--- src/rtl/act_skew_feeder_pkg.sv ---
// act_skew_feeder_pkg: shared state codes and default geometry for the activation skew feeder.
package act_skew_feeder_pkg;
  localparam int DATASIZE_DEF = 8;
  localparam int ROWS_DEF = 4;
  localparam int CNTW_DEF = 16;
  typedef enum logic [1:0] {
    IDLE  = 2'd0,
    RUN   = 2'd1,
    DRAIN = 2'd2,
    DONE  = 2'd3
  } state_e;
endpackage

--- src/rtl/act_skew_feeder_delay_line.sv ---
// act_delay_line: DEPTH-stage register chain with sync reset; DEPTH=0 degenerates to a wire.
module act_delay_line #(
  parameter int WIDTH = 9,
  parameter int DEPTH = 1
) (
  input  logic             clk,
  input  logic             rst,
  input  logic [WIDTH-1:0] d_i,
  output logic [WIDTH-1:0] q_o
);
  if (DEPTH == 0) begin : g_wire
    logic unused_clk_rst;
    assign unused_clk_rst = clk ^ rst;
    assign q_o = d_i;
  end else begin : g_reg
    logic [WIDTH-1:0] pipe_q [DEPTH];
    always_ff @(posedge clk) begin
      if (rst) pipe_q <= '{default: '0};
      else begin
        pipe_q[0] <= d_i;
        for (int i = 1; i < DEPTH; i++) pipe_q[i] <= pipe_q[i-1];
      end
    end
    assign q_o = pipe_q[DEPTH-1];
  end
endmodule

--- src/rtl/act_skew_feeder.sv ---
// act_skew_feeder: registers one activation vector per handshake and skews row r by r cycles.
// Optional per-pass vector counter on vec_count when ACT_SKEW_CNT_EN is defined.
module act_skew_feeder
  import act_skew_feeder_pkg::*;
#(
  parameter int DATASIZE = DATASIZE_DEF,
  parameter int ROWS = ROWS_DEF,
  parameter int CNTW = CNTW_DEF
) (
  input  logic                     clk,
  input  logic                     rst,
  input  logic                     in_valid,
  output logic                     in_ready,
  input  logic [ROWS*DATASIZE-1:0] in_act,
  input  logic                     in_last,
  output logic [ROWS*DATASIZE-1:0] out_act,
  output logic [ROWS-1:0]          out_valid_vec,
  output logic                     busy,
  output logic                     done
`ifdef ACT_SKEW_CNT_EN
  ,
  output logic [CNTW-1:0]          vec_count
`endif
);
  localparam int CW = $clog2(ROWS) + 1;
  state_e state_q, state_d;
  logic [CW-1:0] cnt_q, cnt_d;
  logic vld_q;
  logic [ROWS*DATASIZE-1:0] act_q;
  logic acc;
  assign acc = in_valid & in_ready;
  always_comb begin
    state_d = state_q;
    cnt_d = cnt_q;
    in_ready = (state_q == IDLE) || (state_q == RUN);
    busy = state_q != IDLE;
    done = state_q == DONE;
    case (state_q)
      IDLE, RUN: if (acc) begin
        state_d = !in_last ? RUN : (ROWS > 1) ? DRAIN : DONE;
        cnt_d = CW'(ROWS > 1 ? ROWS - 2 : 0);
      end
      DRAIN: begin
        state_d = (cnt_q == '0) ? DONE : DRAIN;
        cnt_d = cnt_q - 1'b1;
      end
      default: state_d = IDLE;
    endcase
  end
  always_ff @(posedge clk) begin
    if (rst) begin
      state_q <= IDLE;
      cnt_q <= '0;
      vld_q <= 1'b0;
      act_q <= '0;
    end else begin
      state_q <= state_d;
      cnt_q <= cnt_d;
      vld_q <= acc;
      act_q <= acc ? in_act : '0;
    end
  end
  // Input register gives every row the common +1; row r adds r more stages.
  for (genvar r = 0; r < ROWS; r++) begin : g_row
    act_delay_line #(.WIDTH(DATASIZE + 1), .DEPTH(r)) u_dl (
      .clk(clk),
      .rst(rst),
      .d_i({vld_q, act_q[r*DATASIZE +: DATASIZE]}),
      .q_o({out_valid_vec[r], out_act[r*DATASIZE +: DATASIZE]})
    );
  end
`ifdef ACT_SKEW_CNT_EN
  logic [CNTW-1:0] vcnt_q, vcnt_d;
  always_comb vcnt_d = !acc ? vcnt_q : (state_q == IDLE) ? CNTW'(1) : (&vcnt_q) ? vcnt_q : vcnt_q + 1'b1;
  always_ff @(posedge clk) vcnt_q <= rst ? '0 : vcnt_d;
  assign vec_count = vcnt_q;
`endif
endmodule

--- config.mk ---
export PLATFORM = sky130hd
export DESIGN_NAME = act_skew_feeder
export DESIGN_NICKNAME = d
export VERILOG_FILES = /design/src/rtl/act_skew_feeder_pkg.sv /design/src/rtl/act_skew_feeder_delay_line.sv /design/src/rtl/act_skew_feeder.sv
export SDC_FILE = /design/constraint.sdc
export NUM_CORES = 1
export LEC_CHECK = 0
export ABC_AREA = 0
export BUFFER_PORTS_ARGS = -buffer_cell sky130_fd_sc_hd__buf_2
export CORE_MARGIN = 2
export CORE_UTILIZATION = 30
export DETAILED_ROUTE_END_ITERATION = 7
export GPL_TIMING_DRIVEN = 0
export PLACE_DENSITY = 0.49
export SETUP_SLACK_MARGIN = 0.3
export SYNTH_ARGS = -nofsm -noshare
export SYNTH_HDL_FRONTEND = slang
export SYNTH_SLANG_ARGS = --single-unit
--- constraint.sdc ---
create_clock -name clk -period 3.5 [get_ports clk]
set_clock_uncertainty 0.2 [all_clocks]
set_input_delay 0.175 -clock clk [delete_from_list [all_inputs] [get_ports clk]]
set_output_delay 0.175 -clock clk [all_outputs]
set_load 0.005 [all_outputs]
==> metrics.csv, run 1 <==
metric,value,unit
top_layer,met4,
synth_cells,237,
seq_power_share,53.7,%
min_path_type,input port to flip-flop,
drv_cap,0,
cts-hold-fix-buffers,34,
final_design_area_no_fill,3860,um^2
layout_commonest_cell,dfxtp_1,
synth_top_area_share,63.9,%
drive_above_1_share,36.3,%
setup_violations,0,
m1WireLength,2100,um
route.detailed.drc,0,
fp.dieW,100,um
max_clock_freq,620,MHz
ys_ff_latch,89,
path_max_fanout,10,
yosysTopAreaCell,dfxtp_1,
gp_congestion,0.686,
synth_area_leaders,"dfxtp_1 (64%), nor2b_1 (11%), buf_4 (7.8%)",
seq_area_frac_synth,63.9,%
critPathMaxStageDelay,0.56,ns
cts_resized,0,
layout-area-overhead-vs-synth,38.6,%
clkPwrFrac,39.1,%
timing.rr.start,state_q[1],
path_cells,buf_6 > nor2b_1 > a31oi_1 > dlygate4sd3_1 > nor2_1,
final_cells,472,
whs,0.0289,ns
dpl.cell_count,422,
io_buffers,74,
outcome,"finished, final reports clean",
cp_slowest_cell,dlygate4sd3_1,
hold_viol_final,0,
clkTransAtPathRegs,0.08,ns
syn_nets,275,
cp.required,3.54,ns
initial_core_util,30.6,%
grt_antenna_before_repair,0,
combPwrFrac,7.3,%
reg2reg_depth,5,
synth_area,2790,um^2
avgRoutedWirePerCell,9.47,um
post_cts_buffers,0,
final_max_slew_viol_count,0,
critPathKind,flip-flop to flip-flop,
period_minus_slack,1.61,ns
holdPathStages,3,
rows,35,
fp.dieArea,10100,um^2
clk_latency,0.35,ns
final_cell_mix,"dfxtp_1 (89), buf_2 (78), nor2b_1 (47), dlygate4sd3_1 (34), and2_1 (33)",
hpwlAfterDp,3090,um
placed_area,3300,um^2
clockRootBuffer,clkbuf_8,
pin_count,75,
min-delay-start,rst,
crit_path_end_kind,flip-flop,
vias_per_cell,3.63,
power.net_switching,0.000420,W
wl_met2,2060,um
synthDistinctLibCells,26,
first_pass_iters,4,
period_share,46.1,%
h-tree-depth,3,
grt_pass1_vias,1553,
coreArea,9110,um^2
drt_iter0_drc,29,
dr_total_vias,1711,
worst_slew_pin_slew,0.347,ns
layout.nets,394,
ys_warn_count,0,
fill_cells,921,
grt_pass1_wl,7170,um
tns,0,ns
maxSlewHeadroom,76.9,%
groute.usage.overall,9.50,%
drt_wl_total,4470,um
grt-ovfl-total,0,
p_int,0.00154,W
postRouteAntennaNets,0,
synth_area_per_cell,11.8,um^2
cts_tree,yes,
worst_setup_path_startpoint,state_q[1],
die_h,100,um
cts_sinks,89,
arrival,1.65,ns
antenna_cells,0,
vdd_drop_max,0.216,mV
grt_max_degree,17,
critPathLaunchType,flip-flop,
cts_made_buffers,9,
clockBufferDepth,2,
p_per_area,508,nW/um^2
route.met3.wl,189,um
power.total,0.00196,W
rsz0062_at_grt,false,
swShare,21.4,%
leakage,1.82,nW
worst max-delay path, delay by kind of cell, from the launching register on:
kind | cells | cell delay, ns
AOI/OAI and AO/OA | 1 | 0.13
buffers and inverters | 2 | 0.69
DFF | 1 | 0.31
and+or+nand+nor | 2 | 0.18
per-stage QoR:
| stage | util (%) | worst slack (ns) |
|---|---|---|
| 2_1_floorplan | - | 2.11 |
| 3_3_place_gp | 36.2 | 2.06 |
| 3_5_place_dp | 36.2 | 2.02 |
| 4_1_cts | 42.4 | 1.88 |
| 5_1_grt | 42.4 | 1.79 |
| 6_report | 42.4 | 1.89 |
synth_stat cells (all sizes together):
cell type / count
and2b: 5
nand3: 1
inv: 3
or2: 2
dfxtp: 89
mux2: 1
a31oi: 1
nand2b: 1
nor2b: 47
nor2: 3
o211ai: 1
a21oi: 3
and2: 33
ha: 2
clkbuf: 1
nand3b: 2
buf: 37
a211oi: 1
nor3: 1
xnor2: 1
nor3b: 1
nand2: 1
state kept, by name (all words and copies together) (netlist names):
signal,cells
g_row.u_dl.q_o,27
state_q,2
act_q,32
vld_q,1
g_row.u_dl.g_reg.pipe_q,24
cnt_q,3
kinds of logic (layout without fill, tap and decap cells):
family          after synthesis  after routing  share of synthesized area, %
fa+ha+maj                     2              2                         0.897
compound gates                6              6                          1.30
mux                           1              1                         0.404
simple gates                 97             97                          22.5
flops                        89             89                          63.9
xor+xnor                      1              1                         0.314
buf+inv                      41            165                          10.7
final timing paths:
path	slack (ns)	to
min	0.03	vld_q
min reg2reg	0.23	g_row[3].u_dl.q_o[2]
max	1.89	state_q[1]
max reg2reg	1.89	state_q[1]
power by group through the flow:
stage,Sequential (W),Clock (W),Combinational (W)
5_1_grt,0.00106,0.000843,0.000161
3_5_place_dp,0.00108,0,0.000116
6_report,0.00105,0.000767,0.000143
4_1_cts,0.00105,0.000797,0.000147
2_1_floorplan,0.00108,0,0.0000705
3_3_place_gp,0.00108,0,0.000113
area by class of cell:
| cell class | count | area [um^2] | area share (%) |
|---|---|---|---|
| buffer | 38 | 287 | 7.41 |
| clock buffer | 9 | 124 | 3.20 |
| clock inverter | 7 | 103 | 2.65 |
| inverter | 3 | 11.3 | 0.291 |
| multi-input combinational | 107 | 709 | 18.4 |
| sequential | 89 | 1780 | 46.1 |
| tap | 111 | 139 | 3.59 |
| timing repair buffer | 108 | 711 | 18.4 |
metal layers:
| metal | up-vias | global-route usage [%] |
|---|---|---|
| met5 | - | 0 |
| met4 | 0 | 6.01 |
| met3 | 8 | 3.06 |
| met2 | 46 | 14.9 |
| met1 | 726 | 11.2 |
| li1 | 931 | - |
(Power assumes the default switching activity.)
==> inputs of run 2 (changes only) <==
==> constraint.sdc (replaced) <==
create_clock -name clk -period 1.5 [get_ports clk]
set_clock_uncertainty 0.2 [all_clocks]
set_input_delay 0.075 -clock clk [delete_from_list [all_inputs] [get_ports clk]]
set_output_delay 0.075 -clock clk [all_outputs]
set_load 0.005 [all_outputs]
==> run 2 against run 1 <==
  * First-iteration DRC count decreased by 69%
  * Sequential share of layout area decreased by 2.4 points
  * Via count increased by 3.6%
  * Flip-flop and latch count unchanged
  * The flow now finishes with violations (hold timing)
  * Critical path type is now flip-flop to output port
==> metrics.csv, run 2 (synthesis gave the netlist of run 1 again) <==
metric,value,unit,change
initial_core_util,30.6,%,unchanged
layout.nets,400,,was 394
layout-area-overhead-vs-synth,47.3,%,was 38.6%
vias_per_cell,3.71,,was 3.63
crit_path_end_kind,output port,,was flip-flop
utilization,45.1,%,was 42.4%
vdd_drop_max,0.574,mV,was 0.216 mV
period_share,93.3,%,
combPwrFrac,8.2,%,was 7.3%
placed_area,3310,um^2,was 3300 um^2
tns,0,ns,unchanged
grt_antenna_before_repair,0,,unchanged
max_clock_freq,714,MHz,
io_buffers,74,,unchanged
grt_pass1_wl,7450,um,was 7170 um
reg2reg_depth,6,,was 5
h-tree-depth,3,,unchanged
clkPwrFrac,40.7,%,was 39.1%
drt_wl_total,4770,um,was 4470 um
whs,-0.0648,ns,was 0.0289 ns
final_cell_mix,"dfxtp_1 (79), buf_2 (63), nor2b_1 (46), dlygate4sd3_1 (34)",,"was dfxtp_1 (89), buf_2 (78), nor2b_1 (47), dlygate4sd3_1 (34), and2_1 (33)"
antenna_cells,0,,unchanged
cts_made_buffers,9,,unchanged
setup_violations,0,,unchanged
seq_power_share,51.2,%,was 53.7%
first_pass_iters,2,,was 4
worst_slew_pin_slew,0.350,ns,was 0.347 ns
fp.dieArea,10100,um^2,unchanged
route.detailed.drc,0,,unchanged
clk_latency,0.35,ns,about the same
hold_viol_final,7,,was 0
failed_checks,hold timing,,
layout_commonest_cell,dfxtp_1,,unchanged
holdPathStages,3,,unchanged
groute.usage.overall,9.77,%,was 9.50%
largest_reg_flops,32,,unchanged
grt_max_degree,17,,unchanged
swShare,20.7,%,was 21.4%
drv_cap,0,,unchanged
drt_iter0_drc,9,,was 29
place_ws,0.138,ns,was 2.02 ns
clkTransAtPathRegs,0.08,ns,about the same
critPathKind,flip-flop to output port,,was flip-flop to flip-flop
clockRootBuffer,clkbuf_8,,unchanged
postRouteAntennaNets,0,,unchanged
pin_count,75,,unchanged
final_max_slew_viol_count,0,,unchanged
rows,35,,unchanged
avgRoutedWirePerCell,9.97,um,was 9.47 um
grt-ovfl-total,0,,unchanged
final_design_area_no_fill,4110,um^2,was 3860 um^2
gp_congestion,0.690,,was 0.686
cts_sinks,89,,unchanged
leakage,1.90,nW,was 1.82 nW
grt_pass1_vias,1691,,was 1553
power.net_switching,0.00100,W,was 0.000420 W
coreArea,9110,um^2,unchanged
setup_ws,0.0998,ns,was 1.89 ns
critPathLaunchType,flip-flop,,unchanged
rsz0062_at_grt,true,,was false
cts-hold-fix-buffers,34,,unchanged
drive_above_1_share,42.8,%,was 36.3%
p_int,0.00382,W,was 0.00154 W
outcome,finished with violations,,"was finished, final reports clean"
p_per_area,1170,nW/um^2,was 508 nW/um^2
dr_total_vias,1773,,was 1711
hpwlAfterDp,3140,um,was 3090 um
cts_tree,yes,,unchanged
fp.dieW,100,um,unchanged
arrival,1.13,ns,was 1.65 ns
die_h,100,um,unchanged
maxSlewHeadroom,76.7,%,was 76.9%
min_path_type,input port to flip-flop,,unchanged
largest-register,act_q,,unchanged
clockBufferDepth,2,,unchanged
period_minus_slack,1.40,ns,
path_max_fanout,4,,was 10
cp.required,1.22,ns,was 3.54 ns
[run 2: path summary, 6_finish.rpt]
| check | endpoint | startpoint | slack [ns] |
|---|---|---|---|
| hold reg to reg | g_row[2].u_dl.g_reg.pipe_q[16] | act_q[23] | 0.23 |
| hold / removal | state_q[1] | in_valid | -0.06 |
| setup reg to reg | act_q[16] | state_q[1] | 0.11 |
| setup / recovery | done | state_q[1] | 0.1 |
[run 2: cell type report]
| cell class | count | area [um^2] |
|---|---|---|
| Fill cell | 875 | 5000 |
| Sequential cell | 89 | 1790 |
| Timing Repair Buffer | 114 | 857 |
| Multi-Input combinational cell | 107 | 753 |
| Buffer | 38 | 305 |
| Tap cell | 111 | 139 |
| Clock buffer | 9 | 124 |
| Clock inverter | 7 | 124 |
| Inverter | 3 | 11.3 |
[run 2: power groups by stage]
stage	Clock (W)	Sequential (W)	Combinational, W
2_1_floorplan	0	0.00251	0.000171
3_3_place_gp	0	0.00252	0.000273
3_5_place_dp	0	0.00252	0.000277
4_1_cts	0.00204	0.00246	0.000372
5_1_grt	0.00212	0.00248	0.000437
6_report	0.00196	0.00247	0.000394
[run 2: layer usage]
| metal | vias up | global-route usage, % | part of all wire (%) |
|---|---|---|---|
| li1 | 942 | - | - |
| met1 | 777 | 11.3 | 44 |
| met2 | 46 | 16.0 | 49 |
| met3 | 8 | 2.65 | 5.2 |
| met4 | 0 | 6.32 | 1.8 |
| met5 | - | 0 | 0 |
[run 2: worst max-delay path, stage by stage (launching register included)]
cell and delay, ns:
dfxtp_2 0.33, buf_6 0.11, buf_6 0.11, and2_1 0.12, buf_2 0.12
[run 2: timing repair]
item                                    in CTS  in global routing
hold endpoints to repair                    44                  7
endpoints found under the setup margin      35                 55
pin swaps                                    5                  6
buffers inserted                             4                  1
gates resized for setup                      8                 32
cloned                                       1                  0
[run 2: metrics by stage]
| stage | total power (W) | instances |
|---|---|---|
| global route | 0.00503 | 478 |
| floorplan | 0.00268 | 237 |
| finish | 0.00482 | 478 |
| detailed placement | 0.00280 | 422 |
| global placement | 0.00279 | 422 |
| CTS | 0.00488 | 477 |
==> inputs of run 3 (changes only) <==
--- a/config.mk
+++ b/config.mk
@@ -11,7 +11,6 @@
 export CORE_UTILIZATION = 30
 export DETAILED_ROUTE_END_ITERATION = 7
 export GPL_TIMING_DRIVEN = 0
-export PLACE_DENSITY = 0.49
 export SETUP_SLACK_MARGIN = 0.3
 export SYNTH_ARGS = -nofsm -noshare
 export SYNTH_HDL_FRONTEND = slang
==> run 3 against run 2 <==
  * Routed wire length up 7.2%
  * Die area unchanged
  * Combinational power up 9.6%
  * Via count up 2.4%
  * Clock power down 8%
  * Fmax down 1.2%
  * Final cell count up 0.42%
  * Flip-flop and latch count unchanged
  * Power down 2.4%
  * Final area up 3.2%
  * Largest power group unchanged
  * The flow still finishes with violations (hold timing)
  * Core utilization up 1.5 points
==> metrics.csv, run 3 (synthesis gave the netlist of run 1 again) <==
metric,value,unit,change
clockBufferDepth,2,,unchanged
drt_iter0_drc,35,,was 9
regArea,1800,um^2,was 1790 um^2
final_design_area_no_fill,4240,um^2,was 4110 um^2
multi_input_area,763,um^2,was 753 um^2
rows,35,,unchanged
antenna_cells,0,,unchanged
min_path_type,input port to flip-flop,,unchanged
crit_path_end_kind,output port,,unchanged
min_to,state_q[1],,unchanged
drt_wl_total,5110,um,was 4770 um
vias_per_cell,3.78,,was 3.71
largest_reg_flops,32,,unchanged
grt_pass1_vias,1744,,was 1691
layout-area-overhead-vs-synth,52.0,%,was 47.3%
layout.nets,402,,was 400
pin_count,75,,unchanged
vdd_drop_max,0.487,mV,was 0.574 mV
die_h,100,um,unchanged
grt_pass1_wl,8020,um,was 7450 um
grt-ovfl-total,0,,unchanged
drv_cap,0,,unchanged
min-delay-start,in_valid,,unchanged
whs,-0.0998,ns,was -0.0648 ns
hold_viol_final,6,,was 7
avgRoutedWirePerCell,10.6,um,was 9.97 um
grt_antenna_before_repair,0,,unchanged
rsz0062_at_grt,true,,unchanged
period_share,94.5,%,was 93.3%
r2r_slack,0.10,ns,was 0.11 ns
placed_area,3310,um^2,unchanged
coreArea,9110,um^2,unchanged
critPathLaunchType,flip-flop,,unchanged
hpwlAfterDp,3170,um,was 3140 um
final_max_slew_viol_count,0,,unchanged
period_minus_slack,1.42,ns,was 1.40 ns
power.total,0.00470,W,was 0.00482 W
clk_latency,0.35,ns,about the same
reg2reg_depth,6,,unchanged
gp_congestion,0.683,,was 0.690
initial_core_util,30.6,%,unchanged
path_max_fanout,3,,was 4
fill_cells,855,,was 875
reg2reg_to,act_q[10],,was act_q[16]
layout_commonest_cell,dfxtp_1,,unchanged
first_pass_iters,3,,was 2
cp.required,1.22,ns,about the same
worst_slew_pin_slew,0.346,ns,was 0.350 ns
groute.usage.overall,10.7,%,was 9.77%
drive_above_1_share,46.6,%,was 42.8%
p_per_area,1110,nW/um^2,was 1170 nW/um^2
arrival,1.14,ns,was 1.13 ns
cts_sinks,89,,unchanged
largest-register,act_q,,unchanged
outcome,finished with violations,,unchanged
fp.dieW,100,um,unchanged
holdPathStages,3,,unchanged
clockRootBuffer,clkbuf_8,,unchanged
timing.rr.start,state_q[1],,unchanged
cts_tree,yes,,unchanged
cts-hold-fix-buffers,34,,unchanged
leakage,1.93,nW,was 1.90 nW
tns,0,ns,unchanged
dr_total_vias,1816,,was 1773
maxSlewHeadroom,77.0,%,was 76.7%
fp.dieArea,10100,um^2,unchanged
io_buffers,74,,unchanged
cts_made_buffers,9,,unchanged
h-tree-depth,3,,unchanged
route.detailed.drc,0,,unchanged
critPathKind,flip-flop to output port,,unchanged
setup_violations,0,,unchanged
failed_checks,hold timing,,unchanged
grt_max_degree,17,,unchanged
max_clock_freq,706,MHz,was 714 MHz
clkTransAtPathRegs,0.09,ns,was 0.08 ns
final_cell_mix,"dfxtp_1 (71), buf_2 (51), buf_6 (49), nor2b_1 (46), dlygate4sd3_1 (34)",,"was dfxtp_1 (79), buf_2 (63), nor2b_1 (46), dlygate4sd3_1 (34)"
postRouteAntennaNets,0,,unchanged
-- run 3: cell count changes in the layout (fill, tap and decap cells not counted), moves of 4 or more --
cell / previous run / this run
and2_1: 28 / 24
and2_4: 5 / 9
buf_2: 63 / 51
buf_4: 28 / 19
buf_6: 26 / 49
dfxtp_1: 79 / 71
dfxtp_2: 10 / 18
-- run 3: layout make-up --
class,instances,area share [%]
buffer,38,8.08
clock buffer,9,2.92
clock inverter,7,2.36
inverter,3,0.384
multi-input combinational,107,18.0
sequential,89,42.5
tap,111,3.28
timing repair buffer,116,22.4
-- run 3: metal layers --
metal / global-route usage [%] / share of wire [%] / wire length (um)
met1: 12.0 / 41 / 2090
met4: 8.54 / 4.3 / 218
met2: 16.8 / 50 / 2550
met3: 3.41 / 4.9 / 248
met5: 0 / 0 / 0
-- run 3: how the worst max path moves through the flow --
stage / depth (start not counted) / startpoint / end
2_1_floorplan: 4 / cnt_q[1] / cnt_q[1]
6_report: 3 / state_q[1] / busy
3_3_place_gp: 4 / cnt_q[0] / cnt_q[1]
4_1_cts: 6 / state_q[1] / act_q[10]
3_5_place_dp: 4 / cnt_q[0] / cnt_q[1]
5_1_grt: 6 / state_q[1] / act_q[4]
-- run 3: power breakdown --
| group | internal (W) | switching [W] |
|---|---|---|
| Sequential | 0.00244 | 0.0000292 |
| Clock | 0.000952 | 0.000851 |
| Combinational | 0.000285 | 0.000147 |
-- run 3: repair_timing --
action,in CTS,in global routing
endpoints found under the setup margin,36,65
endpoints found under the hold margin,44,6
pin swaps,9,9
setup buffers,6,0
resized for setup,17,62
gates cloned,2,0
-- run 3: metrics by stage --
stage	utilization (%)	setup slack [ns]	std cells
after floorplan	-	0.182	237
after global placement	36.3	0.165	422
after detailed placement	36.3	0.138	422
after CTS	43.8	0.0665	480
after global routing	46.6	0.0408	480
final	46.6	0.0832	480
-- run 3: critical path, cell delays in order, from the launching register on --
cell     delay (ns)
dfxtp_2        0.33
buf_6          0.11
or2_4          0.24
buf_6          0.11
